File: src/rtl/a_encoding_cmd.sv
// a_encoding_cmd: host-side command frame generator for the 16-bit control link.
//
// One accepted command produces one frame. The frame is a header word, a word
// holding the data count N, and then either N payload words sent toward the board
// (write frame) or N read-back words collected from the board (read frame). Every
// frame ends with a quiet gap of at least GAP_CYCLES cycles, so the board-side
// decoder always passes through its standby cycle before the next header.
//
// Parameters
//   TIMEOUT     maximum number of consecutive idle cycles while waiting for a
//               read-back word (16-bit counter)
//   GAP_CYCLES  idle cycles after a frame before the next header (1..15)
//
// Ports
//   clk_ref, rst             clock; synchronous active-high reset
//   cmd_valid_i/cmd_ready_o  command handshake (ready only while idle)
//   cmd_carte_i, cmd_rw_i,   header fields:
//   cmd_flags_i, cmd_fpga_i,   {stop, fpga, flags, rw, carte}
//   cmd_stop_i
//   cmd_nbr_i                payload word count N
//   wr_data_i/valid/ready    write payload stream from the host
//   tx_data_o/dv_o/ready_i   registered link word stream
//   rd_data_i/rd_valid_i     read-back strobe from the link (no backpressure)
//   rd_data_o/rd_valid_o     read-back word forwarded one cycle later
//   busy_o                   a frame is in progress
//   done_o                   one-cycle pulse: frame completed normally
//   err_o                    one-cycle pulse: N == 0 rejected or read timeout

module a_encoding_cmd #(
    parameter int unsigned TIMEOUT    = 1024,
    parameter int unsigned GAP_CYCLES = 2
) (
    input  logic        clk_ref,
    input  logic        rst,

    input  logic        cmd_valid_i,
    output logic        cmd_ready_o,
    input  logic [3:0]  cmd_carte_i,
    input  logic        cmd_rw_i,
    input  logic [5:0]  cmd_flags_i,
    input  logic [3:0]  cmd_fpga_i,
    input  logic        cmd_stop_i,
    input  logic [15:0] cmd_nbr_i,

    input  logic [15:0] wr_data_i,
    input  logic        wr_valid_i,
    output logic        wr_ready_o,

    output logic [15:0] tx_data_o,
    output logic        tx_dv_o,
    input  logic        tx_ready_i,

    input  logic [15:0] rd_data_i,
    input  logic        rd_valid_i,
    output logic [15:0] rd_data_o,
    output logic        rd_valid_o,

    output logic        busy_o,
    output logic        done_o,
    output logic        err_o
);

    typedef enum logic [2:0] {
        StIdle,
        StHdr,
        StNbr,
        StWdata,
        StRdata,
        StGap
    } state_e;

    // Gap counter reload values. A rejected command spends one extra cycle in the
    // gap so the error pulse has a cycle of its own before the normal gap.
    localparam logic [4:0] GapLoad    = 5'(GAP_CYCLES - 1);
    localparam logic [4:0] GapLoadRej = 5'(GAP_CYCLES);
    localparam logic [16:0] TimeoutLim = 17'(TIMEOUT);

    state_e      state_q, state_d;
    logic        ready_q, ready_d;
    logic        rw_q, rw_d;
    logic [15:0] nbr_q, nbr_d;
    logic [15:0] cnt_q, cnt_d;
    logic [15:0] idle_q, idle_d;
    logic [4:0]  gap_q, gap_d;
    logic [15:0] tx_data_q, tx_data_d;
    logic        tx_dv_q, tx_dv_d;
    logic [15:0] rd_data_q, rd_data_d;
    logic        rd_valid_q, rd_valid_d;
    logic        done_q, done_d;
    logic        err_q, err_d;

    logic        cmd_accept;
    logic [15:0] header;
    logic        tx_take;
    logic        wr_window;
    logic        wr_ready;
    logic        wr_take;
    logic        wr_last;
    logic [15:0] cnt_inc;
    logic [16:0] idle_inc;
    logic        timeout_hit;

    assign cmd_accept  = cmd_valid_i && ready_q;
    assign header      = {cmd_stop_i, cmd_fpga_i, cmd_flags_i, cmd_rw_i, cmd_carte_i};
    assign tx_take     = tx_dv_q && tx_ready_i;
    assign cnt_inc     = cnt_q + 16'd1;
    assign idle_inc    = {1'b0, idle_q} + 17'd1;
    assign timeout_hit = (idle_inc >= TimeoutLim);

    // Payload words may already be taken while the count word leaves the link, so
    // the first data word follows the count word without a bubble.
    assign wr_window = (state_q == StWdata) || ((state_q == StNbr) && rw_q);
    assign wr_ready  = wr_window && (!tx_dv_q || tx_ready_i) && (cnt_q < nbr_q);
    assign wr_take   = wr_valid_i && wr_ready;

    // Once all N words have been taken, the output register holds word N.
    assign wr_last = (state_q == StWdata) && tx_take && (cnt_q == nbr_q);

    always_comb begin
        state_d    = state_q;
        rw_d       = rw_q;
        nbr_d      = nbr_q;
        cnt_d      = cnt_q;
        idle_d     = idle_q;
        gap_d      = gap_q;
        tx_data_d  = tx_data_q;
        tx_dv_d    = tx_dv_q;
        rd_data_d  = rd_data_q;
        rd_valid_d = 1'b0;
        done_d     = 1'b0;
        err_d      = 1'b0;

        case (state_q)
            StIdle: begin
                if (cmd_accept) begin
                    rw_d   = cmd_rw_i;
                    nbr_d  = cmd_nbr_i;
                    cnt_d  = 16'd0;
                    idle_d = 16'd0;
                    if (cmd_nbr_i == 16'd0) begin
                        err_d   = 1'b1;
                        gap_d   = GapLoadRej;
                        state_d = StGap;
                    end else begin
                        tx_data_d = header;
                        tx_dv_d   = 1'b1;
                        state_d   = StHdr;
                    end
                end
            end

            StHdr: begin
                if (tx_ready_i) begin
                    tx_data_d = nbr_q;
                    state_d   = StNbr;
                end
            end

            StNbr: begin
                if (tx_ready_i) begin
                    if (rw_q) begin
                        state_d = StWdata;
                        if (wr_take) begin
                            tx_data_d = wr_data_i;
                            cnt_d     = cnt_inc;
                        end else begin
                            tx_dv_d = 1'b0;
                        end
                    end else begin
                        tx_dv_d = 1'b0;
                        idle_d  = 16'd0;
                        state_d = StRdata;
                    end
                end
            end

            StWdata: begin
                if (wr_last) begin
                    tx_dv_d = 1'b0;
                    gap_d   = GapLoad;
                    state_d = StGap;
                end else if (wr_take) begin
                    tx_data_d = wr_data_i;
                    tx_dv_d   = 1'b1;
                    cnt_d     = cnt_inc;
                end else if (tx_take) begin
                    tx_dv_d = 1'b0;
                end
            end

            StRdata: begin
                if (rd_valid_i) begin
                    rd_data_d  = rd_data_i;
                    rd_valid_d = 1'b1;
                    cnt_d      = cnt_inc;
                    idle_d     = 16'd0;
                    if (cnt_inc == nbr_q) begin
                        done_d  = 1'b1;
                        gap_d   = GapLoad;
                        state_d = StGap;
                    end
                end else if (timeout_hit) begin
                    err_d   = 1'b1;
                    gap_d   = GapLoad;
                    state_d = StGap;
                end else begin
                    idle_d = idle_inc[15:0];
                end
            end

            StGap: begin
                if (gap_q == 5'd0) begin
                    state_d = StIdle;
                end else begin
                    gap_d = gap_q - 5'd1;
                end
            end

            default: begin
                state_d = StIdle;
                tx_dv_d = 1'b0;
            end
        endcase

        // Registered so that cmd_ready_o stays low in the cycle that follows reset.
        ready_d = (state_d == StIdle);
    end

    always_ff @(posedge clk_ref) begin
        if (rst) begin
            state_q    <= StIdle;
            ready_q    <= 1'b0;
            rw_q       <= 1'b0;
            nbr_q      <= 16'd0;
            cnt_q      <= 16'd0;
            idle_q     <= 16'd0;
            gap_q      <= 5'd0;
            tx_data_q  <= 16'h0000;
            tx_dv_q    <= 1'b0;
            rd_data_q  <= 16'h0000;
            rd_valid_q <= 1'b0;
            done_q     <= 1'b0;
            err_q      <= 1'b0;
        end else begin
            state_q    <= state_d;
            ready_q    <= ready_d;
            rw_q       <= rw_d;
            nbr_q      <= nbr_d;
            cnt_q      <= cnt_d;
            idle_q     <= idle_d;
            gap_q      <= gap_d;
            tx_data_q  <= tx_data_d;
            tx_dv_q    <= tx_dv_d;
            rd_data_q  <= rd_data_d;
            rd_valid_q <= rd_valid_d;
            done_q     <= done_d;
            err_q      <= err_d;
        end
    end

    assign cmd_ready_o = ready_q;
    assign wr_ready_o  = wr_ready;
    assign tx_data_o   = tx_data_q;
    assign tx_dv_o     = tx_dv_q;
    assign rd_data_o   = rd_data_q;
    assign rd_valid_o  = rd_valid_q;
    assign busy_o      = (state_q != StIdle);
    // Write frames finish in the cycle the link takes the last word; read frames
    // finish together with the registered forward of the last read-back word.
    assign done_o      = done_q || wr_last;
    assign err_o       = err_q;

endmodule

File: config.mk
export PLATFORM = sky130hd
export DESIGN_NAME = a_encoding_cmd
export DESIGN_NICKNAME = d
export VERILOG_FILES = /design/src/rtl/a_encoding_cmd.sv
export SDC_FILE = /design/constraint.sdc
export NUM_CORES = 1
export LEC_CHECK = 0
export BUFFER_PORTS_ARGS = -buffer_cell sky130_fd_sc_hd__buf_4
export CAP_MARGIN = 5
export CORE_UTILIZATION = 50
export CTS_CLUSTER_SIZE = 14
export DETAILED_ROUTE_END_ITERATION = 10
export PLACE_DENSITY = 0.71
export SLEW_MARGIN = 20
export SYNTH_ARGS = -nofsm -noshare
export SYNTH_HDL_FRONTEND = slang
export SYNTH_SLANG_ARGS = --single-unit
File: constraint.sdc
create_clock -name clk_ref -period 3.85 [get_ports clk_ref]
set_input_delay 0 -clock clk_ref [delete_from_list [all_inputs] [get_ports clk_ref]]
set_output_delay 0 -clock clk_ref [all_outputs]
set_load 0.01 [all_outputs]
---- Yosys cells after proc, flatten, opt, wreduce, memory -nomap -nowiden ----
Cells that the tools add are included.
storage, ports and cells
  bits in read-only memories .............. 0
  output and inout port bits .............. 39
  latch bits .............................. 0
  flip-flop bits (word level) ............. 94
  memories kept ........................... 0
  bits in writable memories ............... 0
cells by class
  div/mod/pow operators ................... 0
  multipliers ............................. 0
  eq/ne operators ......................... 23
  reductions and logical operators ........ 31
  bitwise operators ....................... 3
  order comparisons ....................... 2
  mux-type cells .......................... 55
  shift operators ......................... 0
  add/subtract/negate cells ............... 3
operators by type and width
  kind                     count
  $mux W16                 17
  $pmux W16 S4             2
  $pmux W16 S3             1
  $mux W5                  7
  $eq A16 B16 Y1           2
  $mux W3                  10
  $ne A2 B2 Y1 const B     11
  $pmux W5 S4              1
  $pmux W3 S6              1
  $add A16 B1 Y17 const B  1
  $ge A17 B11 Y1 const B   1
  $add A16 B1 Y16 const B  1
  $logic_not A16 Y1        1
  $lt A16 B16 Y1           1
  $mux W1                  14
  $reduce_and A7 Y1        2
  $ne A3 B3 Y1 const B     4
  $reduce_and A6 Y1        2
  $reduce_bool A4 Y1       3
  $logic_and A1 B1 Y1      8
  $eq A3 B2 Y1 const B     2
  $eq A3 B3 Y1 const B     2
  $logic_not A3 Y1         2
  $reduce_bool A3 Y1       2
  13 further kinds         19

---- Depth between registers and ports, before layout ----
Gate-level depths: netlist (run 1).
  depth in word-level cells ............... 10
  depth in mapped cells ................... 12

---- Least setup slack after synthesis (run 1) ----
OpenSTA, ideal clock, no wires.
  path kind ............................... register to register
  from .................................... register nbr_q[5]
  to ...................................... register cnt_q[1]
  setup slack ............................. 1.464 ns
  period minus slack after synthesis ...... 2.386 ns
  data arrival time ....................... 2.316 ns
  stages on the path, launching flop included .. 12
  path buffers ............................ 1
  path through ............................ dfxtp_1 -> inv_1 -> ha_1 -> a21o_1 -> a21o_1 -> a21o_1 -> a21oi_1 -> a31oi_1 -> or2_1 -> clkbuf_1 -> or3b_1 -> a21oi_1
between the ends
  longest elaborated chain between the ends .. 7
  elaborated cells on any way between the ends .. 12
RTL lines
  item                      line  RTL
  start: declaration        81    logic [15:0] nbr_q, nbr_d;
  start signal: assignment  248   nbr_q <= nbr_d;
  $lt A16 B16 Y1            113   assign wr_ready = wr_window && (!tx_dv_q || tx_ready_i) && (cnt_q < nbr_q);
  $logic_and A1 B1 Y1       113
  $logic_and A1 B1 Y1       114   assign wr_take = wr_valid_i && wr_ready;
  $mux W16 (3 in a row)     --
  $pmux W16 S4              --
  end signal: assignment    249   cnt_q <= cnt_d;
  end: declaration          82    logic [15:0] cnt_q, cnt_d;
Several ways; a longest one is shown, not always the timed one. The select of a mux whose other input is x is not followed.
A chain may end at the register's enable or synchronous reset.

---- Worst setup path after layout (run 1) ----
  from .................................... register nbr_q[10]
  to ...................................... register cnt_q[9]
The elaborated chain is that of the path after synthesis.

==> flow_summary.toml, run 1 <==
[status]
status = "completed"

[min_path]
holdCritStartpoint = "wr_data_i[15]"
hold_path_depth = 3
min_to = "tx_data_o[15]"
hold_path_class = "in -> reg"

[synth]
postSynthCellCount = 727
synthArstFlopShare_pct = 0
yosys_warnings = 0
synth_top_cell_by_area = "dfxtp_1"
avgSynthCellArea_um2 = 7.63
synth.most_common_cell = "nand2_1"
synth_edf_count = 0
ys_seq_area_share_pct = 33.9
yosysTopAreaCellShare_pct = 33.9
syn_nets = 817
ys_top_cells_by_count = "nand2_1, dfxtp_1, nor2_1, a21oi_1, clkbuf_1"
synth.area.top_cells = "dfxtp_1, nand2_1, a21oi_1"
yosysUniqueCellTypes = 67
syn-cell-area_mm2 = 0.00554
synthFlopType = "dfxtp_1"
synth-seq-cells = 94

[worst_setup_path]
cp_cell_sequence = "inv_1 > ha_1 > nand2_1 > nor4_1 > nand2_1 > o311ai_1 > or2_1 > o21bai_1 > a32o_1"
worstRegToRegCells = 9
path_class = "reg -> reg"
r2r-end = "cnt_q[9]"
r2r-start = "nbr_q[10]"
path_delay_family = "simple AND/OR/NAND/NOR gates"
critPathRequiredTime_ps = 4170
path_buf_inv = 1
arrival_ps = 3260
crit_path_start_kind = "flop"
crit_top_cell = "nand2_1"
reg2reg_slack_ps = 910
setup.worst_path.end_class = "flop"
cp_max_fo = 17
cpMaxStageDelayCell = "or2_1"
slowest_delay_ps = 560

[timing]
slew-limit-headroom_pct = 31.2
rsz0062_at_grt = "no"
finClkSkew_ps = 12.5
setup_ws_ps = 908
setup_viol = 0
whs_ps = 17.7
min_period_ps = 2940
worst_pin_slew_ps = 1030
tns_ps = 0
min_period_over_period_pct = 76.4
hold_viol = 0
timing.fmax_mhz = 340
slew_viol_final = 0

[detailed_routing]
wl_per_cell_um = 16.6
vias = 5780
drt_iter0_markers = 477
drc_errors = 0
ant_nets = 0
vias_per_cell = 5.86
firstDrtPassIters = 5
routed_wl_um = 16400

[die]
start_util_pct = 51.1
io_pins = 109
die-area_mm2 = 0.0115
row_count = 38
die_w_um = 107
die_y_um = 107
core_mm2 = 0.0108

[clocking]
clk_pin_slew_ps = 100
ctsLongestPathBuffers = 2
cts_made_buffers = 9
cts_sinks = 94
cts_tree = "done"
cts-root-buf = "clkbuf_8"
cts_resized = 0
post_cts_buffers = 0
clk_latency_ps = 380
htreeDepth = 3

[global_routing]
grt_usage_pct = 29.0
overflow = 0
grt_max_degree = 81
grt_pass1_wl_um = 26500
antenna_found_initial = 0
grt_pass1_vias = 5458

[placed_design]
portBuffers = 108
gp_congestion = 0.883
hpwl_um = 11200
placed_area_mm2 = 0.00641
place_ws_ps = 975

[layout]
drive_above_1_share_pct = 18.0
stdcell_area_mm2 = 0.00701
multi_input_area_mm2 = 0.00337
area_growth_pct = 26.4
fillers = 961
antenna_cells = 0
ff_latch_area_mm2 = 0.00188
nets = 931

[power]
total_power_mw = 2.36
ir_drop_mv = 0.222
leakagePower_nw = 2.69
p_per_area_mw_per_mm2 = 337

[job]
drv_cap = 0
## metal layers
| layer | vias to the layer above | GRT usage (%) | wire [µm] |
|---|---|---|---|
| met5 | - | 0 | 0 |
| met4 | 0 | 13.3 | 486 |
| met3 | 38 | 4.72 | 999 |
| met2 | 216 | 46.0 | 7500 |
| met1 | 2689 | 38.6 | 7410 |
| li1 | 2837 | - | - |
## layout make-up
class / count / share of cell area, %
multi-input cells: 558 / 48.1
flip-flops and latches: 94 / 26.9
repair buffers: 152 / 17.5
well taps: 140 / 2.50
clock buffers: 11 / 2.16
clock inverters: 5 / 1.48
inverters: 26 / 1.39
## worst max-delay path by stage
stage / startpoint / to / slack, ps / depth (start not counted)
2_1_floorplan: nbr_q[5] / cnt_q[1] / 1460 / 11
3_3_place_gp: nbr_q[15] / cnt_q[7] / 1080 / 10
3_5_place_dp: idle_q[0] / gap_q[2] / 980 / 9
4_1_cts: idle_q[0] / gap_q[2] / 960 / 9
5_1_grt: state_q[1] / cnt_q[10] / 630 / 8
6_report: nbr_q[10] / cnt_q[9] / 910 / 9
## report_power, final
group / leakage (nW) / internal, mW / switching (mW) / total, mW
clock: 0.130 / 0.468 / 0.368 / 0.837
combinational: 1.80 / 0.217 / 0.248 / 0.465
sequential: 0.762 / 1.02 / 0.0463 / 1.06
total: 2.69 / 1.70 / 0.663 / 2.36
## placed cells by master, fill, tap and decap left out, types with 5 or more instances in the layout
cell type	synthesis	final
inv_1	24	24
and4_1	5	5
nand2_1	107	107
nor2_1	84	84
and3_1	9	9
o21ai_0	8	8
buf_4	0	118
a21o_1	5	5
a31oi_1	9	9
nor2b_1	10	10
nand3_1	24	24
clkbuf_8	0	11
a21oi_1	70	70
nor4_1	8	8
dlygate4sd3_1	0	34
xor2_1	8	8
a211oi_1	17	17
a22oi_1	15	15
a221oi_1	15	15
nand4_1	12	12
nor3_1	9	9
xnor2_1	22	22
dfxtp_1	94	94
o21a_1	5	5
ha_1	20	20
o21ai_1	20	20
## worst min-delay path: stages
cell and delay, ps:
buf_4 80, a221oi_1 60, a211oi_1 210
## cells by family (layout without fill, tap and decap cells)
group                    after synthesis  after routing  synth area share, %
AND/OR/NAND/NOR                      301            301                 25.9
buffers and inverters                 75            194                 5.37
AO/OA/AOI/OAI                        203            203                 24.8
adder cells (fa/ha/maj)               20             20                 4.51
flip-flops                            94             94                 33.9
XOR/XNOR                              30             30                 4.74
multiplexers                           4              4                0.745
## registers in the layout (all words and copies together) (netlist names)
signal and count:
tx_dv_o 1, rd_valid_o 1, tx_data_o 16, idle_q 16, rw_q 1, state_q 3
rd_data_o 16, cmd_ready_o 1, done_q 1, nbr_q 16, err_o 1, cnt_q 16
gap_q 5
## stage by stage
stage	util (%)	std cells
after detailed placement	59.2	936
final	64.6	986
after global placement	59.2	936
after floorplan	-	727
after CTS	64.6	986
after global routing	64.6	986
## timing repair
| item | CTS | global route |
|---|---|---|
| endpoints found under the setup margin | 0 | 0 |
| endpoints found under the hold margin | 34 | 0 |
| hold buffers | 34 | 0 |
Note: power is estimated with default switching activity, not from simulation.
==> run 2, diff against run 1 <==
- PLACE_DENSITY: 0.71 -> 0.74
- clock period: 3.85 -> 2.5 ns (I/O delays scaled with it)
==> run 2 against run 1 <==
Register-to-register slack worse by 940 ps. Worst hold slack worse by 3.5 ps. Global-route usage is 1.7 points higher. Flip-flop and latch count stayed put. Largest cell class unchanged. First-iteration DRC count is 24% higher. Routed wire length is 10% higher. Via count is 8.5% higher. The flow now finishes with violations (negative setup slack). Cell area is 11% higher. Sequential share of layout area is 2.6 points lower. Highest routed layer unchanged. Fmax is 16% higher.
==> flow_summary.toml, run 2 (synthesis results as in run 1) <==
[layout]
drive_above_1_share_pct = 27.6
antenna_cells = 0
nets = 1010
final_cell_mix = "buf_4, nand2_1, nor2_1"
fillers = 832
stdcell_area_mm2 = 0.00781
area_growth_pct = 40.8
final_common_cell = "buf_4"

[detailed_routing]
vias = 6272
ant_nets = 0
drt_iter0_markers = 590
firstDrtPassIters = 5
wl_per_cell_um = 16.9
routed_wl_um = 18000
drc_errors = 0
vias_per_cell = 5.89

[placed_design]
hpwl_um = 12300
placed_area_mm2 = 0.00689
portBuffers = 108
gp_congestion = 0.963
place_ws_ps = -46.4

[clocking]
clk_latency_ps = 380
ctsLongestPathBuffers = 2
cts_made_buffers = 9
htreeDepth = 3
clk_pin_slew_ps = 100
cts-root-buf = "clkbuf_8"
cts_tree = "done"
cts_sinks = 94

[timing]
timing.fmax_mhz = 395
hold_viol = 0
rsz0062_at_grt = "yes"
min_period_ps = 2530
min_period_over_period_pct = 101
finClkSkew_ps = 12.8
slew_viol_final = 0
setup_viol = 2
worst_pin_slew_ps = 591
setup_ws_ps = -30.6
slew-limit-headroom_pct = 60.0
tns_ps = -48.2

[power]
internal_power_mw = 2.48
clkPwrFrac_pct = 29.7
total_power_mw = 3.56
p_per_area_mw_per_mm2 = 456
leakagePower_nw = 3.14
pwr-share-comb_pct = 25.0
ir_drop_mv = 0.413
p_sw_mw = 1.08
seq_power_share_pct = 45.3
netSwitchingFraction_pct = 30.4

[status]
violations = "negative setup slack"
status = "finished, violations left"

[worst_setup_path]
critPathRequiredTime_ps = 2780
crit_path_start_kind = "flop"
setup.worst_path.end_class = "flop"
path_class = "reg -> reg"
arrival_ps = 2810
cp_max_fo = 12

[global_routing]
grt_max_degree = 53
grt_pass1_wl_um = 28000
overflow = 0
grt_usage_pct = 30.8
grt_pass1_vias = 5882
antenna_found_initial = 0

[die]
die_w_um = 107
core_mm2 = 0.0108
die-area_mm2 = 0.0115
io_pins = 109
start_util_pct = 51.1
row_count = 38
die_y_um = 107

[job]
drv_cap = 0

[min_path]
hold_path_class = "in -> reg"
run 2: cell types whose count changed in the layout (fill, tap and decap cells not counted), sizes merged:
cell         previous run  this run
clkinv                  3         5
inv                    25        24
buf                   118       187
clkinvlp                0         1
dlygate4sd3            34        43
bufinv                  3         1
run 2: cell type report:
class | instances | area (µm²) | area share [%]
multi-input cells | 558 | 3560 | 45.6
flip-flops and latches | 94 | 1900 | 24.3
repair buffers | 231 | 1880 | 24.1
well taps | 140 | 175 | 2.24
clock buffers | 10 | 138 | 1.76
inverters | 26 | 97.6 | 1.25
clock inverters | 5 | 60.1 | 0.769
run 2: repair_timing:
action | in CTS | in global routing
buffers inserted | 0 | 9
endpoints found under the hold margin | 38 | 0
hold buffers | 43 | 0
setup endpoints to repair | 20 | 42
pin swaps | 0 | 16
gates resized for setup | 3 | 39
gates cloned | 0 | 1
run 2: per-layer routing:
metal  track usage (%)  up-vias  routed length [µm]
met5                 0        -                   0
met4              12.9        0                 485
met3              5.81       51                1520
met2              48.8      318                8370
met1              40.8     2915                7660
li1                  -     2988                   -
run 2: final timing paths:
kind | startpoint | to | slack, ps | cells past startpoint
max | nbr_q[5] | cnt_q[9] | -30 | 11
min | wr_data_i[8] | tx_data_o[8] | 10 | 3
max reg2reg | nbr_q[5] | cnt_q[9] | -30 | 11
min reg2reg | rd_data_o[13] | rd_data_o[13] | 470 | 2
run 2: stage by stage:
stage | utilization (%) | cells | hold slack (ps)
floorplan | - | 727 | 136
global placement | 63.5 | 996 | 248
detailed placement | 63.5 | 996 | 259
CTS | 69.5 | 1054 | 6.91
global route | 72.0 | 1064 | 15.1
finish | 72.0 | 1064 | 14.3
run 2: power groups by stage:
stage | sequential, mW | combinational, mW | clock, mW
floorplan | 1.67 | 0.386 | 0
global placement | 1.64 | 0.738 | 0
detailed placement | 1.64 | 0.755 | 0
CTS | 1.61 | 0.806 | 1.07
global route | 1.62 | 0.953 | 1.14
finish | 1.61 | 0.889 | 1.06
run 2: worst max-delay path, cell delays in order (launching register included):
cell      delay [ps]
dfxtp_2          350
inv_1             70
ha_4             240
a21o_1           140
a21o_1           160
a21o_1           190
a21oi_2          210
a31oi_2          150
or2_1            270
buf_4            200
o21bai_1         160
a32o_1           260
